[src/rtl/johnson_pkg.sv]
// Shared constants for the Johnson pattern sequencer.
// FSM encoding and shift-direction codes.
package johnson_pkg;

  localparam logic [0:0] ST_IDLE   = 1'b0;
  localparam logic [0:0] ST_RUN    = 1'b1;

  localparam logic       DIR_RIGHT = 1'b0;
  localparam logic       DIR_LEFT  = 1'b1;

endpackage

[src/rtl/johnson_core.sv]
// Johnson twisted-ring pattern register with phase index.
// Shifts one position per step; clear forces phase 0.
module johnson_core
  import johnson_pkg::*;
#(
  parameter  int WIDTH = 8,
  localparam int PH_W  = $clog2(2*WIDTH)
) (
  input  logic             clk,
  input  logic             clr_n,
  input  logic             clear,
  input  logic             step,
  input  logic             dir,
  output logic [WIDTH-1:0] q,
  output logic [PH_W-1:0]  phase
);

  localparam logic [PH_W-1:0] PH_MAX =
    PH_W'(2*WIDTH-1);

  always_ff @(posedge clk or negedge clr_n) begin
    if (!clr_n) begin
      q     <= '0;
      phase <= '0;
    end else if (clear) begin
      q     <= '0;
      phase <= '0;
    end else if (step) begin
      if (dir == DIR_LEFT) begin
        q     <= {q[WIDTH-2:0], ~q[WIDTH-1]};
        phase <= (phase == '0) ? PH_MAX
                               : phase - 1'b1;
      end else begin
        q     <= {~q[0], q[WIDTH-1:1]};
        phase <= (phase == PH_MAX) ? '0
                                   : phase + 1'b1;
      end
    end
  end

endmodule

[src/rtl/johnson_seq_ctrl.sv]
// Run controller: start/stop/clear FSM, prescaler,
// step counter and latched run configuration.
module johnson_seq_ctrl
  import johnson_pkg::*;
#(
  parameter  int WIDTH   = 8,
  parameter  int PRESC_W = 16,
  parameter  int STEP_W  = 8,
  localparam int PH_W    = $clog2(2*WIDTH)
) (
  input  logic               clk,
  input  logic               clr_n,
  input  logic               start,
  input  logic               stop,
  input  logic               clear,
  input  logic               dir,
  input  logic [PRESC_W-1:0] prescale,
  input  logic [STEP_W-1:0]  num_steps,
  output logic               busy,
  output logic               done,
  output logic [WIDTH-1:0]   q,
  output logic [PH_W-1:0]    phase
);

  logic [0:0]         state;
  logic [PRESC_W-1:0] presc;
  logic [PRESC_W-1:0] presc_l;
  logic [STEP_W-1:0]  cnt;
  logic               dir_l;
  logic               tick;
  logic               step;

  assign busy = (state == ST_RUN);
  assign tick = (presc == presc_l);
  assign step = busy && !stop && !clear && tick;

  // cnt == 0 throughout a run marks continuous mode
  always_ff @(posedge clk or negedge clr_n) begin
    if (!clr_n) begin
      state   <= ST_IDLE;
      presc   <= '0;
      presc_l <= '0;
      cnt     <= '0;
      dir_l   <= DIR_RIGHT;
      done    <= 1'b0;
    end else if (clear) begin
      state <= ST_IDLE;
      presc <= '0;
      cnt   <= '0;
      done  <= 1'b0;
    end else begin
      done <= 1'b0;
      unique case (1'b1)
        (state == ST_IDLE): begin
          if (start && !stop) begin
            state   <= ST_RUN;
            dir_l   <= dir;
            presc_l <= prescale;
            cnt     <= num_steps;
            presc   <= '0;
          end
        end
        (state == ST_RUN): begin
          if (stop) begin
            state <= ST_IDLE;
          end else if (tick) begin
            presc <= '0;
            if (cnt != '0) begin
              cnt <= cnt - 1'b1;
              if (cnt == STEP_W'(1)) begin
                state <= ST_IDLE;
                done  <= 1'b1;
              end
            end
          end else begin
            presc <= presc + 1'b1;
          end
        end
      endcase
    end
  end

  johnson_core #(
    .WIDTH (WIDTH)
  ) u_core (
    .clk   (clk),
    .clr_n (clr_n),
    .clear (clear),
    .step  (step),
    .dir   (dir_l),
    .q     (q),
    .phase (phase)
  );

endmodule

[config.mk]
export PLATFORM = sky130hd
export DESIGN_NAME = johnson_seq_ctrl
export DESIGN_NICKNAME = d
export VERILOG_FILES = /design/src/rtl/johnson_pkg.sv /design/src/rtl/johnson_core.sv /design/src/rtl/johnson_seq_ctrl.sv
export SDC_FILE = /design/constraint.sdc
export NUM_CORES = 1
export LEC_CHECK = 0
export BUFFER_PORTS_ARGS = -buffer_cell sky130_fd_sc_hd__buf_4
export CAP_MARGIN = 10
export CORE_AREA = 10 10 94 75
export CTS_CLUSTER_DIAMETER = 40
export DETAILED_ROUTE_END_ITERATION = 12
export DIE_AREA = 0 0 104 85
export HOLD_SLACK_MARGIN = 0.12
export PLACE_DENSITY = 0.93
export SETUP_SLACK_MARGIN = 0.05
export SLEW_MARGIN = 20
export SYNTH_ARGS = -nofsm -noshare
export SYNTH_HDL_FRONTEND = slang
export SYNTH_SLANG_ARGS = --single-unit
[constraint.sdc]
create_clock -name clk -period 4.25 [get_ports clk]
set_clock_uncertainty 0.15 [all_clocks]
set_input_delay 0.6375 -clock clk [delete_from_list [all_inputs] [get_ports clk]]
set_output_delay 0.6375 -clock clk [all_outputs]
set_load 0.05 [all_outputs]
==> results of run 1 <==
[synth_stat cells (all sizes together) (2+ instances only)]
master | n | area (um^2)
ha | 6 | 75.07
mux2 | 17 | 191.4
nor2 | 28 | 105.1
and3 | 3 | 18.77
nand4 | 8 | 56.30
nand3b | 14 | 140.1
or3 | 2 | 12.51
nor3b | 3 | 22.52
xor2 | 25 | 219.0
o41ai | 2 | 17.52
a221o | 2 | 20.02
buf | 6 | 68.82
a21oi | 10 | 53.80
o311ai | 2 | 17.52
o21bai | 2 | 15.01
nand3 | 9 | 45.04
clkbuf | 9 | 33.78
xnor2 | 7 | 61.31
nand2 | 15 | 56.30
nor4 | 7 | 68.82
a31oi | 3 | 18.77
o21ai | 17 | 130.1
dfrtp | 55 | 1376
o22ai | 2 | 12.51
nand2b | 5 | 31.28
nor3 | 7 | 46.30
inv | 10 | 37.54
mux2i | 7 | 70.07
a211o | 2 | 17.52
[power groups by stage]
| stage | Clock [mW] | Sequential (mW) | Combinational, mW |
|---|---|---|---|
| after CTS | 0.349 | 0.609 | 0.192 |
| after global routing | 0.363 | 0.615 | 0.210 |
| after detailed placement | 0 | 0.618 | 0.189 |
| final | 0.341 | 0.610 | 0.192 |
| after floorplan | 0 | 0.598 | 0.144 |
| after global placement | 0 | 0.617 | 0.181 |
[critical path: cells and delay by family, from the launching register on]
family           cells  cell delay [ns]
AND/OR/NAND/NOR      4             1.69
AO/OA/AOI/OAI        1             0.06
XOR/XNOR             1             0.19
flip-flops           1             0.43
[sequential cells by signal, summed over array words and instances, names as in the netlist]
| name | count |
|---|---|
| u_core.q | 8 |
| done | 1 |
| presc_l | 16 |
| busy | 1 |
| presc | 16 |
| dir_l | 1 |
| cnt | 8 |
| u_core.phase | 4 |
[per-layer routing]
| metal | vias to the layer above | part of all wire | global-route usage |
|---|---|---|---|
| li1 | 1128 | - | - |
| met1 | 1194 | 0.43 | 0.2095 |
| met2 | 98 | 0.49 | 0.2661 |
| met3 | 17 | 0.061 | 0.04003 |
| met4 | 0 | 0.017 | 0.06179 |
| met5 | - | 0 | 0 |
[metrics by stage]
step | utilization | area (um^2) | power (mW) | worst slack [ns] | cells
after detailed placement | 0.6605 | 3460 | 0.8073 | 1.493 | 400
after CTS | 0.6808 | 3566 | 1.150 | 1.473 | 407
after global routing | 0.6818 | 3571 | 1.187 | 1.511 | 407
after global placement | 0.6605 | 3460 | 0.7977 | 1.552 | 400
after floorplan | - | 3133 | 0.7417 | 2.111 | 296
final | 0.6818 | 3571 | 1.142 | 1.615 | 407
[logic make-up (layout without fill, tap and decap cells)]
family,after synthesis,count (layout),synth area share
fa+ha+maj,6,6,0.02396
flops,55,55,0.4393
xor+xnor,32,32,0.08946
simple gates,103,103,0.1973
compound gates,51,51,0.1218
mux,24,24,0.08347
buf+inv,25,61,0.04473
[how the worst max path moves through the flow]
stage | to | slack, ns | cells after the start
finish | u_core.q[5] | 1.61 | 6
CTS | u_core.q[5] | 1.47 | 6
detailed placement | u_core.q[5] | 1.49 | 6
global route | u_core.q[2] | 1.51 | 6
floorplan | cnt[4] | 2.11 | 6
global placement | u_core.q[4] | 1.55 | 6
[final cells by class]
type                    instances  area, um^2  share of cell area
repair buffers                 44       330.3             0.09250
clock buffers                   5       68.82             0.01927
clock inverters                 2       37.54             0.01051
multi-input cells             216        1627              0.4555
inverters                      10       37.54             0.01051
flip-flops and latches         55        1376              0.3854
well taps                      75       93.84             0.02628
==> results.ini, run 1 <==
[place]
port_buffers = 43
dp_hpwl_um = 5044
place_congestion = 0.8760

[pwr]
p_int_mw = 0.8330
p_sw_frac = 0.2707
power_frac_seq = 0.534
p_leak_nw = 1.604
p_switching_mw = 0.3092
ir_drop_mv = 0.1898
power.density_nw_per_um2 = 319.9
power_frac_comb = 0.168
p_clk_frac = 0.299

[setup_path]
cp-startpoint = presc[9]
cpMaxStageDelayCell = or3_2
worst_ep_arrival_time_ns = 2.68
crit_required_ns = 4.29
endpoint_kind = register
crit_path_max_incr_delay_ns = 0.80
rr_worst_depth = 6
timing.rr.end = u_core.q[5]
reg2reg_slack_ns = 1.61
setup.worst_path.start_class = register
critPathKind = register to register
crit_chain = xor2_1 -> nor4_2 -> nand4_2 -> or3_2 -> nand3b_1 -> o21ai_2
crit_fanout = 25
r2r_start = presc[9]

[grt]
grt.overflow.total = 0
grt_pass1_vias = 2467
grt_max_degree = 56
antenna_found_initial = 0
gr-usage-all-layers = 0.1644
grt_pass1_wl_um = 12210

[route]
drt_first_pass_iters = 4
wire_per_inst_um = 18.01
drtIter0Drc = 179
drc = 0
drtAntennaViolNets = 0
vias = 2437
wl_um = 7332
via_per_inst = 5.988

[clock_tree]
numCtsBuffers = 5
tritoncts = done
ctsHoldBuffers = 0
cts_setup_buffers = 0
cts_resized = 0
cts_root_buf = clkbuf_8
htree_levels = 2
clk_pin_slew_worst_paths_ns = 0.10
cts_sinks = 55
worstSkewPairLatency_ns = 0.31
clock_path_buffers = 2

[run_status]
status = finished, final reports clean

[timing]
fmax_mhz = 379.5
setup_viol = 0
holdWs_ns = 0.2038
layout_min_cycle_time_ns = 2.635
period_share = 0.6200
hold_viol_final = 0
max_slew_margin = 0.5204
tightest_slew_ns = 0.7179
tns_ns = 0
rsz0062_at_grt = false
final-max-slew-violation-count = 0

[logic_synthesis]
yosys_register_bits = 55
yosys_warnings = 0
synth_edf_count = 0
syn_nets = 332
yosysUniqueCellTypes = 51
ys_seq_area_frac = 0.4393
synth.avg_cell_area_um2 = 10.58
syn_inst = 296
synthArstFlopShare = 1.000
ys.flop_type = dfrtp_1
synthesis.area_um2 = 3133

[finish]
syn_to_final_growth_pct = 13.98
drive_above_1_share = 0.2982
final_cell_mix = dfrtp_1, buf_4, nor2_1, xor2_1, mux2_2
antenna_cells = 0
final_common_cell = dfrtp_1
fill_cells = 407
nets = 368

[floorplan]
die_area_um2 = 8840
start_util = 0.5982
ioPinCount = 44
die-width_um = 104
die-height_um = 85
coreArea_um2 = 5238
rows = 23

[hold_path]
min_path_type = input port to async pin

[run]
maxCapViolCount = 0

(Power assumes the default switching activity.)
==> inputs of run 2 (changes only) <==
- CORE_AREA: 10 10 94 75 -> 10 10 101 81
- DIE_AREA: 0 0 104 85 -> 0 0 111 91
- PLACE_DENSITY: 0.93 -> 0.85
- clock period: 4.25 -> 2.3 ns (I/O delays scaled with it)
==> run 2 against run 1 <==
Effect of this change:
- setup slack got worse by 1.5 ns
- count of clock-buffer cells in the layout rose by 1
- sequential power rose by 84%
- core utilization fell by 5.5 points
- via count rose by 2.4%
- register-to-register slack got worse by 1.5 ns
- wire length fell by 4.6%
- design area rose by 8.1%
- highest routed layer unchanged
==> results.ini, run 2 (synthesis results as in run 1) <==
[run]
maxCapViolCount = 0  ; unchanged

[pwr]
ir_drop_mv = 0.2889  ; +52%
power.density_nw_per_um2 = 537.7  ; +68%
p_leak_nw = 1.738  ; +8.4%
finalPower_mw = 2.075  ; +82%

[finish]
final_cell_mix = dfrtp_1, buf_4, nor2_1, xor2_1, dlygate4sd3_1
nets = 397  ; +7.9%
antenna_cells = 0  ; unchanged
syn_to_final_growth_pct = 23.20
reg.largest.list = presc x16, presc_l x16
drive_above_1_share = 0.2983  ; about the same
final_common_cell = dfrtp_1

[clock_tree]
clk_pin_slew_worst_paths_ns = 0.09  ; about the same
cts_sinks = 55  ; unchanged
worstSkewPairLatency_ns = 0.31  ; about the same
tritoncts = done
numCtsBuffers = 5  ; unchanged
cts_setup_buffers = 0  ; unchanged
cts_root_buf = clkbuf_8
htree_levels = 2  ; unchanged
clock_path_buffers = 2  ; unchanged

[route]
via_per_inst = 5.634  ; -5.9%
wl_um = 6996  ; -4.6%
vias = 2496  ; +2.4%
drtAntennaViolNets = 0  ; unchanged
wire_per_inst_um = 15.79  ; -12%
drtIter0Drc = 145  ; -19%
drc = 0  ; unchanged
drt_first_pass_iters = 4  ; unchanged

[floorplan]
die-height_um = 91  ; +7.1%
ioPinCount = 44  ; unchanged
rows = 25  ; +8.7%
start_util = 0.5084  ; -0.08976
die_area_um2 = 10100  ; +14%
die-width_um = 111  ; +6.7%
coreArea_um2 = 6162  ; +18%

[timing]
rsz0062_at_grt = true
max_slew_margin = 0.5408  ; +0.02042
tns_ns = 0  ; unchanged
layout_min_cycle_time_ns = 2.217  ; -0.4177 ns
tightest_slew_ns = 0.6888  ; -0.02914 ns
hold_viol_final = 0  ; unchanged
fmax_mhz = 451.0  ; +19%
final-max-slew-violation-count = 0  ; unchanged
period_share = 0.9641  ; +0.3441
setup_viol = 0  ; unchanged

[place]
place_congestion = 0.9020  ; +3.0%
port_buffers = 43  ; unchanged
dp_hpwl_um = 5058  ; +0.27%

[grt]
grt_max_degree = 56  ; unchanged
grt.overflow.total = 0  ; unchanged
antenna_found_initial = 0  ; unchanged
grt_pass1_wl_um = 12120  ; -0.79%
grt_pass1_vias = 2556  ; +3.6%
gr-usage-all-layers = 0.1379  ; -0.02654

[setup_path]
crit_required_ns = 2.34  ; -1.95 ns
worst_ep_arrival_time_ns = 2.26  ; -0.42 ns
crit_buf_inv = 0  ; unchanged
crit_path_max_incr_delay_ns = 0.41  ; -0.39 ns
setup.worst_path.start_class = register
crit_fanout = 9  ; -64%
cpMaxStageDelayCell = dfrtp_1
critPathKind = register to register
crit_chain = or3_1 -> or2_4 -> nor3_4 -> a21o_2 -> nor4_1 -> a311o_1
endpoint_kind = register
cp_top_family = simple AND/OR/NAND/NOR gates

[run_status]
status = finished, final reports clean

[hold_path]
min_path_type = input port to register

==> run 2: worst paths after layout <==
check / start / end / slack, ns / depth (start not counted)
worst max-delay path: cnt[4] / cnt[4] / 0.08 / 6
worst min-delay path: prescale[11] / presc_l[11] / 0.12 / 2
worst max register to register: cnt[4] / cnt[4] / 0.08 / 6
worst min register to register: presc_l[9] / presc_l[9] / 0.39 / 1
max in group asynchronous: clr_n / presc[11] / 1.08 / 2
min in group asynchronous: clr_n / presc_l[10] / 0.46 / 2
==> run 2: metrics by stage <==
stage               hold WS [ns]  worst slack, ns  cell area [um^2]  utilization  std cells
floorplan                -0.1006           0.1611              3133            -        296
global placement          0.2828           0.1278              3560       0.5777        415
detailed placement        0.2832          0.05707              3560       0.5777        415
CTS                       0.1200           0.1015              3850       0.6248        442
global route              0.1256         0.003306              3860       0.6264        443
finish                    0.1243          0.08253              3860       0.6264        443
==> run 2: timing repair <==
| item | CTS | global route |
|---|---|---|
| gates cloned | 0 | 0 |
| endpoints found under the setup margin | 1 | 9 |
| resized for setup | 1 | 0 |
| endpoints found under the hold margin | 73 | 1 |
| hold buffers | 19 | 1 |
==> run 2: layer usage <==
| layer | vias up | track usage | wire [um] |
|---|---|---|---|
| li1 | 1190 | - | - |
| met4 | 0 | 0.03355 | 67 |
| met3 | 9 | 0.03813 | 410 |
| met5 | - | 0 | 0 |
| met2 | 74 | 0.2152 | 3185 |
| met1 | 1223 | 0.1848 | 3332 |
==> run 2: layout make-up <==
cell class / count / area (um^2)
clock buffers: 6 / 82.58
clock inverters: 2 / 16.27
fillers: 497 / 2302
inverters: 10 / 37.54
multi-input cells: 216 / 1623
flip-flops and latches: 55 / 1376
well taps: 81 / 101.3
repair buffers: 73 / 623.1
==> run 2: report_power, final <==
group / internal (mW) / total, mW / switching [mW] / leakage [nW]
sequential: 1.04 / 1.12 / 0.0792 / 0.729
clock: 0.247 / 0.569 / 0.322 / 0.0474
combinational: 0.209 / 0.386 / 0.177 / 0.962
total: 1.50 / 2.08 / 0.579 / 1.74
==> run 2: worst reg2reg max path, cell delays in order, from the launching register on <==
cell     delay (ns)
dfrtp_1        0.41
or3_1          0.40
or2_4          0.27
nor3_4         0.20
a21o_2         0.27
nor4_1         0.08
a311o_1        0.33
